===== config.mk =====
export PLATFORM = sky130hd
export DESIGN_NAME = dmem_port_arbiter
export DESIGN_NICKNAME = d
export VERILOG_FILES = /design/src/rtl/dmem_port_arbiter.sv
export SDC_FILE = /design/constraint.sdc
export NUM_CORES = 1
export LEC_CHECK = 0
export ABC_AREA = 1
export BUFFER_PORTS_ARGS = -buffer_cell sky130_fd_sc_hd__buf_2
export CORE_ASPECT_RATIO = 0.7
export CORE_UTILIZATION = 53
export DETAILED_ROUTE_END_ITERATION = 6
export HOLD_SLACK_MARGIN = 0.05
export PLACE_DENSITY = 0.88
export REMOVE_ABC_BUFFERS = 1
export SYNTH_ARGS = -nofsm -noshare
export SYNTH_HDL_FRONTEND = slang
export SYNTH_SLANG_ARGS = --single-unit

===== constraint.sdc =====
create_clock -name clk -period 2.6 [get_ports clk]
set_clock_uncertainty 0.05 [all_clocks]
set_input_delay 0.39 -clock clk [delete_from_list [all_inputs] [get_ports clk]]
set_output_delay 0.39 -clock clk [all_outputs]
set_load 0.005 [all_outputs]

===== src/rtl/dmem_port_arbiter.sv =====
// Serialises 64-bit fetch/data accesses onto one byte-wide synchronous RAM, big-endian, 8 beats.
// Define DMEM_ARB_RR_EN for round-robin arbitration; otherwise data always beats fetch.
module dmem_port_arbiter #(
  parameter int MEM_BYTES = 1024,
  parameter int AW        = 10
) (
  input  logic          clk,
  input  logic          reset,
  input  logic          i_req,
  input  logic [63:0]   i_addr,
  output logic          i_ack,
  output logic          i_err,
  output logic [63:0]   i_rdata,
  input  logic          d_req,
  input  logic          d_we,
  input  logic [63:0]   d_addr,
  input  logic [63:0]   d_wdata,
  output logic          d_ack,
  output logic          d_err,
  output logic [63:0]   d_rdata,
  output logic [AW-1:0] ram_addr,
  output logic          ram_we,
  output logic [7:0]    ram_wdata,
  input  logic [7:0]    ram_rdata,
  output logic          busy
);

  localparam logic [63:0] MaxAddr = 64'(MEM_BYTES - 8);

  typedef enum logic [1:0] {
    S_IDLE = 2'd0,
    S_XFER = 2'd1,
    S_LAST = 2'd2,
    S_ACK  = 2'd3
  } state_t;

  state_t        state_q, state_d;
  logic [2:0]    beat_q, beat_d;
  logic [AW-1:0] base_q, base_d;
  logic          we_q, we_d;
  logic [63:0]   wdata_q, wdata_d;
  logic          owner_q, owner_d;
  logic [63:0]   buf_q, buf_d;
  logic          i_ack_q, i_ack_d;
  logic          i_err_q, i_err_d;
  logic [63:0]   i_rdata_q, i_rdata_d;
  logic          d_ack_q, d_ack_d;
  logic          d_err_q, d_err_d;
  logic [63:0]   d_rdata_q, d_rdata_d;
  logic [AW-1:0] ram_addr_q, ram_addr_d;
  logic          ram_we_q, ram_we_d;
  logic [7:0]    ram_wdata_q, ram_wdata_d;
  logic          busy_q, busy_d;

  logic          grant_d_s;
  logic [63:0]   req_addr_s;
  logic          req_we_s;
  logic [2:0]    next_beat_s;
  logic [63:0]   read_word_s;

`ifdef DMEM_ARB_RR_EN
  logic last_q, last_d;
`endif

  // Winner selection and the latched-request view of the winner.
  always_comb begin
`ifdef DMEM_ARB_RR_EN
    grant_d_s = d_req && (!i_req || !last_q);
`else
    grant_d_s = d_req;
`endif
    req_addr_s  = grant_d_s ? d_addr : i_addr;
    req_we_s    = grant_d_s & d_we;
    next_beat_s = beat_q + 3'd1;
    read_word_s = {buf_q[55:0], ram_rdata};
  end

  // Next-state and registered-output logic.
  always_comb begin
    state_d     = state_q;
    beat_d      = beat_q;
    base_d      = base_q;
    we_d        = we_q;
    wdata_d     = wdata_q;
    owner_d     = owner_q;
    buf_d       = buf_q;
    i_ack_d     = 1'b0;
    i_err_d     = 1'b0;
    i_rdata_d   = i_rdata_q;
    d_ack_d     = 1'b0;
    d_err_d     = 1'b0;
    d_rdata_d   = d_rdata_q;
    ram_addr_d  = ram_addr_q;
    ram_we_d    = 1'b0;
    ram_wdata_d = ram_wdata_q;
`ifdef DMEM_ARB_RR_EN
    last_d      = last_q;
`endif
    case (state_q)
      S_IDLE: begin
        if (i_req || d_req) begin
          owner_d = grant_d_s;
          we_d    = req_we_s;
          wdata_d = req_we_s ? d_wdata : 64'd0;
`ifdef DMEM_ARB_RR_EN
          last_d  = grant_d_s;
`endif
          if (req_addr_s > MaxAddr) begin
            state_d = S_ACK;
            if (grant_d_s) begin
              d_ack_d   = 1'b1;
              d_err_d   = 1'b1;
              d_rdata_d = 64'd0;
            end else begin
              i_ack_d   = 1'b1;
              i_err_d   = 1'b1;
              i_rdata_d = 64'd0;
            end
          end else begin
            state_d    = S_XFER;
            beat_d     = 3'd0;
            base_d     = req_addr_s[AW-1:0];
            buf_d      = 64'd0;
            ram_addr_d = req_addr_s[AW-1:0];
            ram_we_d   = req_we_s;
            if (req_we_s) begin
              ram_wdata_d = d_wdata[63:56];
            end else begin
              ram_wdata_d = ram_wdata_q;
            end
          end
        end else begin
          state_d = S_IDLE;
        end
      end
      S_XFER: begin
        // RAM read data lags the address by one beat, so beat k sees byte k-1.
        if (!we_q && (beat_q != 3'd0)) begin
          buf_d = read_word_s;
        end else begin
          buf_d = buf_q;
        end
        if (beat_q == 3'd7) begin
          if (we_q) begin
            state_d = S_ACK;
            if (owner_q) begin
              d_ack_d   = 1'b1;
              d_rdata_d = 64'd0;
            end else begin
              i_ack_d   = 1'b1;
              i_rdata_d = 64'd0;
            end
          end else begin
            state_d = S_LAST;
          end
        end else begin
          beat_d     = next_beat_s;
          ram_addr_d = base_q + AW'(next_beat_s);
          ram_we_d   = we_q;
          wdata_d    = {wdata_q[55:0], 8'd0};
          if (we_q) begin
            ram_wdata_d = wdata_q[55:48];
          end else begin
            ram_wdata_d = ram_wdata_q;
          end
        end
      end
      S_LAST: begin
        state_d = S_ACK;
        if (owner_q) begin
          d_ack_d   = 1'b1;
          d_rdata_d = read_word_s;
        end else begin
          i_ack_d   = 1'b1;
          i_rdata_d = read_word_s;
        end
      end
      S_ACK: begin
        state_d = S_IDLE;
      end
      default: begin
        state_d = S_IDLE;
      end
    endcase
    busy_d = (state_d != S_IDLE);
  end

  // State and output registers.
  always_ff @(posedge clk) begin
    if (reset) begin
      state_q     <= S_IDLE;
      beat_q      <= 3'd0;
      base_q      <= '0;
      we_q        <= 1'b0;
      wdata_q     <= 64'd0;
      owner_q     <= 1'b0;
      buf_q       <= 64'd0;
      i_ack_q     <= 1'b0;
      i_err_q     <= 1'b0;
      i_rdata_q   <= 64'd0;
      d_ack_q     <= 1'b0;
      d_err_q     <= 1'b0;
      d_rdata_q   <= 64'd0;
      ram_addr_q  <= '0;
      ram_we_q    <= 1'b0;
      ram_wdata_q <= 8'd0;
      busy_q      <= 1'b0;
`ifdef DMEM_ARB_RR_EN
      last_q      <= 1'b0;
`endif
    end else begin
      state_q     <= state_d;
      beat_q      <= beat_d;
      base_q      <= base_d;
      we_q        <= we_d;
      wdata_q     <= wdata_d;
      owner_q     <= owner_d;
      buf_q       <= buf_d;
      i_ack_q     <= i_ack_d;
      i_err_q     <= i_err_d;
      i_rdata_q   <= i_rdata_d;
      d_ack_q     <= d_ack_d;
      d_err_q     <= d_err_d;
      d_rdata_q   <= d_rdata_d;
      ram_addr_q  <= ram_addr_d;
      ram_we_q    <= ram_we_d;
      ram_wdata_q <= ram_wdata_d;
      busy_q      <= busy_d;
`ifdef DMEM_ARB_RR_EN
      last_q      <= last_d;
`endif
    end
  end

  assign i_ack     = i_ack_q;
  assign i_err     = i_err_q;
  assign i_rdata   = i_rdata_q;
  assign d_ack     = d_ack_q;
  assign d_err     = d_err_q;
  assign d_rdata   = d_rdata_q;
  assign ram_addr  = ram_addr_q;
  assign ram_we    = ram_we_q;
  assign ram_wdata = ram_wdata_q;
  assign busy      = busy_q;

endmodule

==> results.json, run 1 <==
{
  "die_y_microns": 136,
  "grt_overflow_total": 0,
  "cts_buffer_depth": 3,
  "fin_area_sq_um": 17000,
  "clock-root-buffer": "clkbuf_16",
  "p_per_area_nw_per_um2": 749,
  "finalSetupTns_ns": 0,
  "finalSetupViolCount": 0,
  "slew_headroom_pct": 35.1,
  "diodes": 0,
  "grt_max_degree": 82,
  "r2r_end": "ram_addr[8]",
  "clock.fmax_mhz": 418,
  "cts_setup_buffers": 0,
  "cp.required_ns": 3.03,
  "ys_top_cells_by_area": "dfxtp_1 42%, a21oi_1 11%, nor2_1 10%",
  "startpoint_type": "register",
  "syn_area_sq_um": 13500,
  "irDropWorstVdd_uv": 521,
  "cp_max_fo": 5,
  "syn2layout_area_growth_pct": 25.5,
  "clk_pin_slew_ns": 0.06,
  "ys_seq_area_share_pct": 41.6,
  "r2r_slack_ns": 0.21,
  "antenna_found_initial": 1,
  "synth_top_cell_by_area": "dfxtp_1",
  "ff2ff_path_depth": 13,
  "multi_input_area_sq_um": 6420,
  "ant_nets": 0,
  "yosysTopAreaCellShare_pct": 41.6,
  "drive_above_1_share_pct": 20.8,
  "hpwl_mm": 27.2,
  "dieArea_sq_um": 26200,
  "rsz0062_at_grt": "no",
  "netlist_instances": 2021,
  "end_kind": "register",
  "drtIter0Drc": 1661,
  "critPathKind": "register to register",
  "syn_avg_cell_area_sq_um": 6.69,
  "crit_end": "ram_addr[8]",
  "drt_first_pass_iters": 7,
  "finalMaxSlewViolations": 0,
  "core_area_sq_um": 24900,
  "layout_min_cycle_time_ns": 2.39,
  "viasPerCell": 5.69,
  "final_util_pct": 68.3,
  "worstSetupStartpoint": "beat_q[0]",
  "ctsHtreeMaxLevel": 1,
  "drcViolationCount": 28,
  "preCtsSetupSlack_ns": 0.175,
  "hold_viol": 0,
  "ioPinCount": 357,
  "grt_pass1_vias": 14400,
  "place.gp.congestion": 0.963,
  "post_dp_cell_area_sq_um": 15600,
  "muxShareOfSynthArea_pct": 0,
  "synth_top_family_by_area": "simple AND/OR/NAND/NOR gates",
  "synth_fa_ha_area_share_pct": 0.703,
  "violations": "DRC",
  "port-buffer-count": 356,
  "fillers": 2030,
  "row_count": 48,
  "initial_core_util_pct": 54.4,
  "seqCellArea_sq_um": 5630,
  "drv_cap": 0,
  "setup_slack_ns": 0.207,
  "cts_made_buffers": 28,
  "synth_compound_area_share_pct": 15.9,
  "synth-xor-area-share_pct": 0,
  "worst_pin_slew_ns": 0.974,
  "status": "complete, but fails checks",
  "hold-worst-slack_ns": 0.0665,
  "rr_startpoint": "beat_q[0]",
  "tritoncts": "yes",
  "wire_per_inst_microns": 16.7,
  "synthDistinctLibCells": 37,
  "grt_pass1_wl_mm": 71.6,
  "synth_seq_cells": 281,
  "fin_crit_sh_pct": 92.0,
  "die_x_microns": 193,
  "synth-simple-area-share_pct": 30.4,
  "vias": 15200,
  "critPathArrivalTime_ns": 2.82,
  "track_usage_pct": 33.7,
  "leakagePower_nw": 8.13,
  "yosys_warnings": 0,
  "nNetsFinal": 2540,
  "clk_latency_ns": 0.55,
  "cts.sinks": 281,
  "hp-class": "primary input to register",
  "drt_wl_total_mm": 44.5
}
[where the power goes]
part           total [mW]  internal [mW]  leakage (nW)  switching, mW
clock                4.23           2.50         0.477           1.73
combinational        3.34           1.22          5.36           2.12
sequential           5.15           4.85          2.29          0.295
[logic make-up after synthesis]
kind of cell,after synthesis
buf+inv,369
flops,281
compound gates,401
fa+ha+maj,7
simple gates,963
[stage by stage]
stage               std cells  power [mW]
floorplan                1852        7.23
global placement         2579        8.24
detailed placement       2579        8.38
CTS                      2671        12.6
global route             2671        13.3
finish                   2671        12.7
[cell usage after synthesis]
master,count
nor2_1,367
nand2_1,290
a21oi_1,284
dfxtp_1,281
nand3_1,225
inv_1,193
clkbuf_1,107
o21ai_0,71
nand4_1,64
a21oi_2,20
buf_1,20
buf_2,16
buf_4,16
buf_6,9
a211oi_1,8
a221oi_1,8
ha_1,6
inv_2,6
nor3_1,4
o21ai_1,4
or2_1,3
a21boi_0,2
and2_0,2
o21bai_2,2
and2_1,1
buf_8,1
clkinv_1,1
fa_1,1
nand2_2,1
nand3_2,1
nand3_4,1
nand3b_1,1
nor2_2,1
o22ai_1,1
o31ai_1,1
or2_0,1
or2_2,1
[layout by cell type, fill, tap and decap left out, types with 2 or more instances in the layout]
cell type      count
inv_1            191
or2_1              3
clkbuf_1           4
buf_4             28
dlygate4sd3_1     44
nor3_1             4
clkbuf_16         28
a21boi_0           2
nor2_1           363
dfxtp_1          280
nand3_1          225
a221oi_1           8
buf_2            355
o21ai_1            4
clkbuf_8           8
buf_12            19
a21oi_2           20
inv_2              6
a211oi_1           8
and2_0             2
nand2_2            3
clkinv_2           5
a21oi_1          284
o21ai_0           71
nand2_1          287
ha_1               6
o21bai_4           2
nor2_4             4
bufinv_16          3
nand4_1           64
[worst max-delay path: stages, from the launching register on]
cell and delay (ns):
dfxtp_1 0.32, ha_1 0.21, ha_1 0.30, ha_1 0.38
nand2_1 0.11, nand2_1 0.13, nand3_1 0.11, nor2_1 0.14
inv_1 0.07, o21ai_0 0.15, nand3_1 0.09, o21ai_0 0.09
a21oi_1 0.06, nor2_1 0.11
[timing repair]
item                                   CTS  global route
hold buffers                            44             0
endpoints found under the hold margin   44             0
gates resized for setup                  0             0
[worst min-delay path by stage]
| stage | from | end | slack [ns] | depth (start not counted) |
|---|---|---|---|---|
| CTS | d_wdata[7] | wdata_q[7] | 0.05 | 3 |
| detailed placement | wdata_q[50] | wdata_q[50] | 0.40 | 2 |
| global route | d_wdata[22] | wdata_q[22] | 0.06 | 3 |
| global placement | wdata_q[55] | wdata_q[55] | 0.40 | 2 |
| finish | d_wdata[29] | wdata_q[29] | 0.07 | 3 |
| floorplan | wdata_q[48] | wdata_q[48] | 0.38 | 2 |
[flip-flops by register name, summed over array words and instances, names as in the netlist]
| name | count |
|---|---|
| i_err | 1 |
| we_q | 1 |
| owner_q | 1 |
| beat_q | 3 |
| wdata_q | 56 |
| i_ack | 1 |
| ram_addr | 10 |
| ram_we | 1 |
| d_rdata | 64 |
| buf_q | 56 |
| d_ack | 1 |
| state_q | 2 |
| ram_wdata | 8 |
| busy | 1 |
| base_q | 10 |
| d_err | 1 |
| i_rdata | 64 |
[layer usage]
layer  global-route usage (%)  share of wire [%]  wire, microns
met5                        0                  0              0
met4                     14.0                3.9           1750
met3                     9.97                 11           4820
met2                     52.8                 45          19900
met1                     43.3                 41          18100
[cell type report]
class,instances,share of cell area [%]
Tap cell,325,2.39
Multi-Input combinational cell,1371,37.8
Timing Repair Buffer,446,16.5
Sequential cell,281,33.1
Clock inverter,8,0.825
Clock buffer,40,4.86
Inverter,200,4.46
Note: power is estimated with default switching activity, not from simulation.
==> inputs of run 2 (changes only) <==
--- a/config.mk
+++ b/config.mk
@@ -8,10 +8,10 @@
 export ABC_AREA = 1
 export BUFFER_PORTS_ARGS = -buffer_cell sky130_fd_sc_hd__buf_2
 export CORE_ASPECT_RATIO = 0.7
-export CORE_UTILIZATION = 53
+export CORE_UTILIZATION = 55
 export DETAILED_ROUTE_END_ITERATION = 6
 export HOLD_SLACK_MARGIN = 0.05
-export PLACE_DENSITY = 0.88
+export PLACE_DENSITY = 0.91
 export REMOVE_ABC_BUFFERS = 1
 export SYNTH_ARGS = -nofsm -noshare
 export SYNTH_HDL_FRONTEND = slang
==> constraint.sdc (replaced) <==
create_clock -name clk -period 2.9 [get_ports clk]
set_clock_uncertainty 0.05 [all_clocks]
set_input_delay 0.435 -clock clk [delete_from_list [all_inputs] [get_ports clk]]
set_output_delay 0.435 -clock clk [all_outputs]
set_load 0.005 [all_outputs]
==> run 2 against run 1 <==
Effect of this change: the flow now finishes without violations; maximum frequency rose by 0.34%; final area decreased by 3.0%; first-iteration DRC count shrank 11%; worst setup slack better by 0.31 ns; total power is 11% lower; register-to-register slack better by 0.31 ns; die area shrank 3.6%; core utilization up 0.73 points; routed wire length is 6.6% lower; sequential power down 10%; sequential cell count unchanged; clock power fell by 8.5%; largest power group unchanged; highest routed layer is now met5.
==> results.json, run 2 (synthesis gave the netlist of run 1 again) <==
{
  "nNetsFinal": 2488,
  "syn2layout_area_growth_pct": 21.8,
  "track_usage_pct": 31.9,
  "fin_area_sq_um": 16500,
  "worstHoldEndpoint": "wdata_q[32]",
  "ctsHtreeMaxLevel": 1,
  "clock.fmax_mhz": 419,
  "hold_viol": 0,
  "hold-worst-slack_ns": 0.0849,
  "post_cts_resized": 0,
  "startpoint_type": "register",
  "grt_pass1_wl_mm": 66.7,
  "preCtsSetupSlack_ns": 0.299,
  "r2r_end": "i_rdata[22]",
  "p_clk_share_pct": 34.1,
  "finalSetupTns_ns": 0,
  "critPathKind": "register to register",
  "die_x_microns": 189,
  "stdcell_count": 2618,
  "tritoncts": "yes",
  "drt_wl_total_mm": 41.6,
  "finalSetupViolCount": 0,
  "ant_nets": 0,
  "layout_common_cells": "363 x nor2_1, 355 x buf_2, 287 x nand2_1",
  "cts_made_buffers": 27,
  "cts.sinks": 281,
  "cp.required_ns": 3.32,
  "status": "finished clean",
  "drtIter0Drc": 1482,
  "initial_core_util_pct": 56.7,
  "antenna_found_initial": 4,
  "ioPinCount": 357,
  "drv_cap": 0,
  "rr_startpoint": "state_q[1]",
  "drt_first_pass_iters": 5,
  "slew_headroom_pct": 34.1,
  "cts_setup_buffers": 0,
  "hpwl_mm": 26.9,
  "p_int_mw": 7.71,
  "place.gp.congestion": 0.965,
  "final_util_pct": 69.0,
  "finalMaxSlewViolations": 0,
  "cp_max_fo": 50,
  "hold_buffers": 0,
  "hold_path.startpoint": "d_wdata[32]",
  "worst_pin_slew_ns": 0.989,
  "combPwrFrac_pct": 25.2,
  "viasPerCell": 5.57,
  "p_switching_mw": 3.63,
  "sw_frac_of_total_pct": 32.0,
  "r2r_slack_ns": 0.52,
  "grt_max_degree": 82,
  "vias": 14600,
  "leakagePower_nw": 7.90,
  "port-buffer-count": 356,
  "row_count": 47,
  "layout_min_cycle_time_ns": 2.38,
  "core_area_sq_um": 23900,
  "rsz0062_at_grt": "no",
  "end_kind": "register",
  "fin_crit_sh_pct": 82.2,
  "power_mw": 11.3,
  "pwr-share-seq_pct": 40.7,
  "dp.cells": 2565,
  "clk_latency_ns": 0.54,
  "critPathArrivalTime_ns": 2.81,
  "grt_overflow_total": 0,
  "p_per_area_nw_per_um2": 688,
  "setup_slack_ns": 0.515,
  "drive_above_1_share_pct": 21.1,
  "clock-root-buffer": "clkbuf_16",
  "hp-class": "primary input to register",
  "post_dp_cell_area_sq_um": 15500,
  "clk_pin_slew_ns": 0.07,
  "ff2ff_path_depth": 6,
  "wire_per_inst_microns": 15.9,
  "die_y_microns": 133,
  "layout_commonest_cell": "nor2_1",
  "min_path_cells": 3,
  "dieArea_sq_um": 25200,
  "grt_pass1_vias": 13600,
  "cts_buffer_depth": 3,
  "irDropWorstVdd_uv": 442,
  "drcViolationCount": 0
}
-- run 2: power groups by stage --
| stage | Combinational, mW | Sequential [mW] | Clock [mW] |
|---|---|---|---|
| 3_5_place_dp | 2.80 | 4.69 | 0 |
| 6_report | 2.86 | 4.62 | 3.87 |
| 5_1_grt | 3.20 | 4.66 | 4.05 |
| 2_1_floorplan | 1.81 | 4.67 | 0 |
| 4_1_cts | 2.82 | 4.61 | 3.89 |
| 3_3_place_gp | 2.70 | 4.67 | 0 |
-- run 2: worst max-delay path: stages, from the launching register on --
cell and delay (ns):
dfxtp_4 0.52, buf_4 0.57, nand2_2 0.44, buf_12 0.34
nor2_1 0.15, a21oi_1 0.08, nor2_1 0.11
-- run 2: area by class of cell --
type / instances / area, sq um
sequential: 281 / 5630
timing repair buffer: 395 / 2290
antenna: 4 / 10.0
fill: 2064 / 7400
clock buffer: 40 / 825
multi-input combinational: 1371 / 6420
clock inverter: 9 / 154
inverter: 200 / 757
tap: 318 / 398
-- run 2: worst max path at each step --
| stage | from | end | cells after the start | slack [ns] |
|---|---|---|---|---|
| floorplan | state_q[1] | wdata_q[10] | 7 | -4.19 |
| global placement | d_req | i_rdata[16] | 12 | 0.37 |
| detailed placement | d_req | i_rdata[17] | 12 | 0.30 |
| CTS | state_q[1] | i_rdata[12] | 6 | 0.62 |
| global route | beat_q[0] | beat_q[1] | 6 | 0.41 |
| finish | state_q[1] | i_rdata[22] | 6 | 0.52 |
-- run 2: metal layers --
metal / wire [microns] / vias to the layer above / global-route usage [%]
met5: 80 / - / 2.31
met2: 18500 / 769 / 49.2
met4: 1030 / 2 / 11.1
met1: 17800 / 6649 / 43.4
met3: 4170 / 85 / 7.56
li1: - / 7071 / -
==> inputs of run 3 (changes only) <==
--- a/config.mk
+++ b/config.mk
@@ -8,10 +8,10 @@
 export ABC_AREA = 1
 export BUFFER_PORTS_ARGS = -buffer_cell sky130_fd_sc_hd__buf_2
 export CORE_ASPECT_RATIO = 0.7
-export CORE_UTILIZATION = 55
+export CORE_UTILIZATION = 48
 export DETAILED_ROUTE_END_ITERATION = 6
 export HOLD_SLACK_MARGIN = 0.05
-export PLACE_DENSITY = 0.91
+export PLACE_DENSITY = 0.85
 export REMOVE_ABC_BUFFERS = 1
 export SYNTH_ARGS = -nofsm -noshare
 export SYNTH_HDL_FRONTEND = slang
==> constraint.sdc (replaced) <==
create_clock -name clk -period 1.92 [get_ports clk]
set_clock_uncertainty 0.05 [all_clocks]
set_input_delay 0.288 -clock clk [delete_from_list [all_inputs] [get_ports clk]]
set_output_delay 0.288 -clock clk [all_outputs]
set_load 0.005 [all_outputs]
==> run 3 against run 2 <==
Effect of this change: the flow now finishes with violations (setup timing); worst setup slack got worse by 0.57 ns; global-route usage decreased by 0.76 points; via count increased by 5.7%; count of clock-buffer cells in the layout unchanged; core utilization decreased by 4.2 points; total power increased by 56%; non-clock buffer count increased by 115; critical endpoint is now ram_addr[8].
==> results.json, run 3 (synthesis gave the netlist of run 1 again) <==
{
  "status": "complete, but fails checks",
  "violations": "setup timing",
  "die_x_microns": 203,
  "top_usage_layer": "met2",
  "hold-worst-slack_ns": 0.0606,
  "grt_pass1_vias": 14300,
  "setup_slack_ns": -0.0576,
  "syn2layout_area_growth_pct": 33.0,
  "crit_top_cell": "ha_4",
  "dp.cells": 2659,
  "drcViolationCount": 0,
  "rsz0062_at_grt": "yes",
  "drive_above_1_share_pct": 23.3,
  "row_count": 51,
  "ant_nets": 0,
  "die_y_microns": 142,
  "critPathKind": "register to register",
  "cp.required_ns": 2.37,
  "ctsHtreeMaxLevel": 1,
  "p_clk_share_pct": 32.6,
  "tritoncts": "yes",
  "irDropWorstVdd_uv": 693,
  "clock.fmax_mhz": 506,
  "grt_overflow_total": 0,
  "core_area_sq_um": 27800,
  "initial_core_util_pct": 48.7,
  "cp_max_fo": 5,
  "final_util_pct": 64.8,
  "grt_max_degree": 113,
  "viasPerCell": 5.53,
  "cts_buffer_depth": 3,
  "drtIter0Drc": 1734,
  "slew_headroom_pct": 55.9,
  "hold_viol": 0,
  "drt_wl_total_mm": 46.8,
  "hpwl_mm": 28.0,
  "antenna_found_initial": 2,
  "combPwrFrac_pct": 27.9,
  "clk_latency_ns": 0.57,
  "sw_frac_of_total_pct": 33.0,
  "place.gp.congestion": 0.978,
  "drv_cap": 0,
  "startpoint_type": "register",
  "cts_made_buffers": 27,
  "crit_slowest_cell": "dfxtp_4",
  "finalSetupTns_ns": -0.198,
  "cp_cell_sequence": "ha_4 -> ha_4 -> ha_4 -> nand2_4 -> nand2_4 -> nand3_4 -> nor2_4 -> inv_2 -> o21ai_2 -> nand3_1 -> o21ai_1 -> a21oi_1 -> nor2_1",
  "worst_pin_slew_ns": 0.662,
  "fin_crit_sh_pct": 103,
  "layout_min_cycle_time_ns": 1.98,
  "layout_common_cells": "358 x nor2_1, 355 x buf_2, 283 x nand2_1",
  "end_kind": "register",
  "track_usage_pct": 31.1,
  "finalSetupViolCount": 6,
  "max_stage_delay_ns": 0.37,
  "p_int_mw": 11.8,
  "grt_pass1_wl_mm": 73.0,
  "port-buffer-count": 356,
  "clock-root-buffer": "clkbuf_16",
  "critPathArrivalTime_ns": 2.43,
  "stdcell_count": 2786,
  "use_met3_pct": 8.20,
  "ioPinCount": 357,
  "pwr-share-seq_pct": 39.5,
  "cts.sinks": 281,
  "finalMaxSlewViolations": 0,
  "p_switching_mw": 5.83,
  "fillers": 2279,
  "met2_usage_pct": 49.2,
  "hp-class": "primary input to register",
  "preCtsSetupSlack_ns": -0.356,
  "use_met1_pct": 40.2,
  "clk_pin_slew_ns": 0.07,
  "dieArea_sq_um": 28900,
  "leakagePower_nw": 8.52,
  "layout_commonest_cell": "nor2_1",
  "vias": 15400,
  "nNetsFinal": 2603,
  "drt_first_pass_iters": 6,
  "wire_per_inst_microns": 16.8,
  "p_per_area_nw_per_um2": 981
}
==> run 3: cell types whose count changed in the layout (fill, tap and decap cells not counted), sizes merged <==
cell / delta
buf: +41
bufinv: -2
clkbuf: +3
clkinv: +1
clkinvlp: +2
diode: -1
dlygate4sd3: +71
==> run 3: power groups by stage <==
stage | Clock [mW] | Combinational [mW] | Sequential [mW]
2_1_floorplan | 0 | 2.74 | 7.05
3_3_place_gp | 0 | 4.38 | 7.02
3_5_place_dp | 0 | 4.50 | 7.06
4_1_cts | 5.80 | 4.69 | 6.94
5_1_grt | 6.06 | 5.43 | 7.05
6_report | 5.76 | 4.93 | 6.98
==> run 3: critical path, delay by kind of cell (launching register included) <==
family	cells	cell delay [ns]
fa+ha+maj	3	0.69
buf+inv	1	0.05
flops	1	0.37
simple gates	6	0.52
compound gates	3	0.25
==> run 3: cell type report <==
class	count	area, sq um	share of cell area, %
Antenna cell	3	7.51	0.0417
Tap cell	371	464	2.58
Clock inverter	10	129	0.716
Clock buffer	40	836	4.64
Sequential cell	281	5630	31.3
Inverter	200	757	4.21
Multi-Input combinational cell	1371	6600	36.7
Timing Repair Buffer	510	3570	19.8
==> run 3: layer usage <==
layer,vias to the layer above,routed length [microns]
li1,7297,-
met1,7009,19000
met2,900,21300
met3,197,4640
met4,0,1940
met5,-,0
==> run 3: path summary, 6_finish.rpt <==
kind                    start     endpoint  slack (ns)  cells after the start
setup / recovery    beat_q[0]  ram_addr[8]       -0.06                     13
hold / removal    d_wdata[50]  wdata_q[50]        0.06                      3
setup reg to reg    beat_q[0]  ram_addr[8]       -0.06                     13
hold reg to reg   wdata_q[48]  wdata_q[48]        0.41                      2
==> run 3: stage by stage <==
| step | instance area (sq um) | total power, mW |
|---|---|---|
| 2_1_floorplan | 12700 | 9.79 |
| 3_3_place_gp | 16000 | 11.4 |
| 3_5_place_dp | 16000 | 11.6 |
| 4_1_cts | 17800 | 17.4 |
| 5_1_grt | 18000 | 18.5 |
| 6_report | 18000 | 17.7 |
==> run 3: what timing repair did <==
item / in CTS / in global routing
buffers inserted: 0 / 0
pin swaps: 12 / 13
resized for setup: 28 / 25
setup endpoints to repair: 23 / 113
hold buffers: 71 / 0
hold endpoints to repair: 72 / 0
gates cloned: 0 / 3
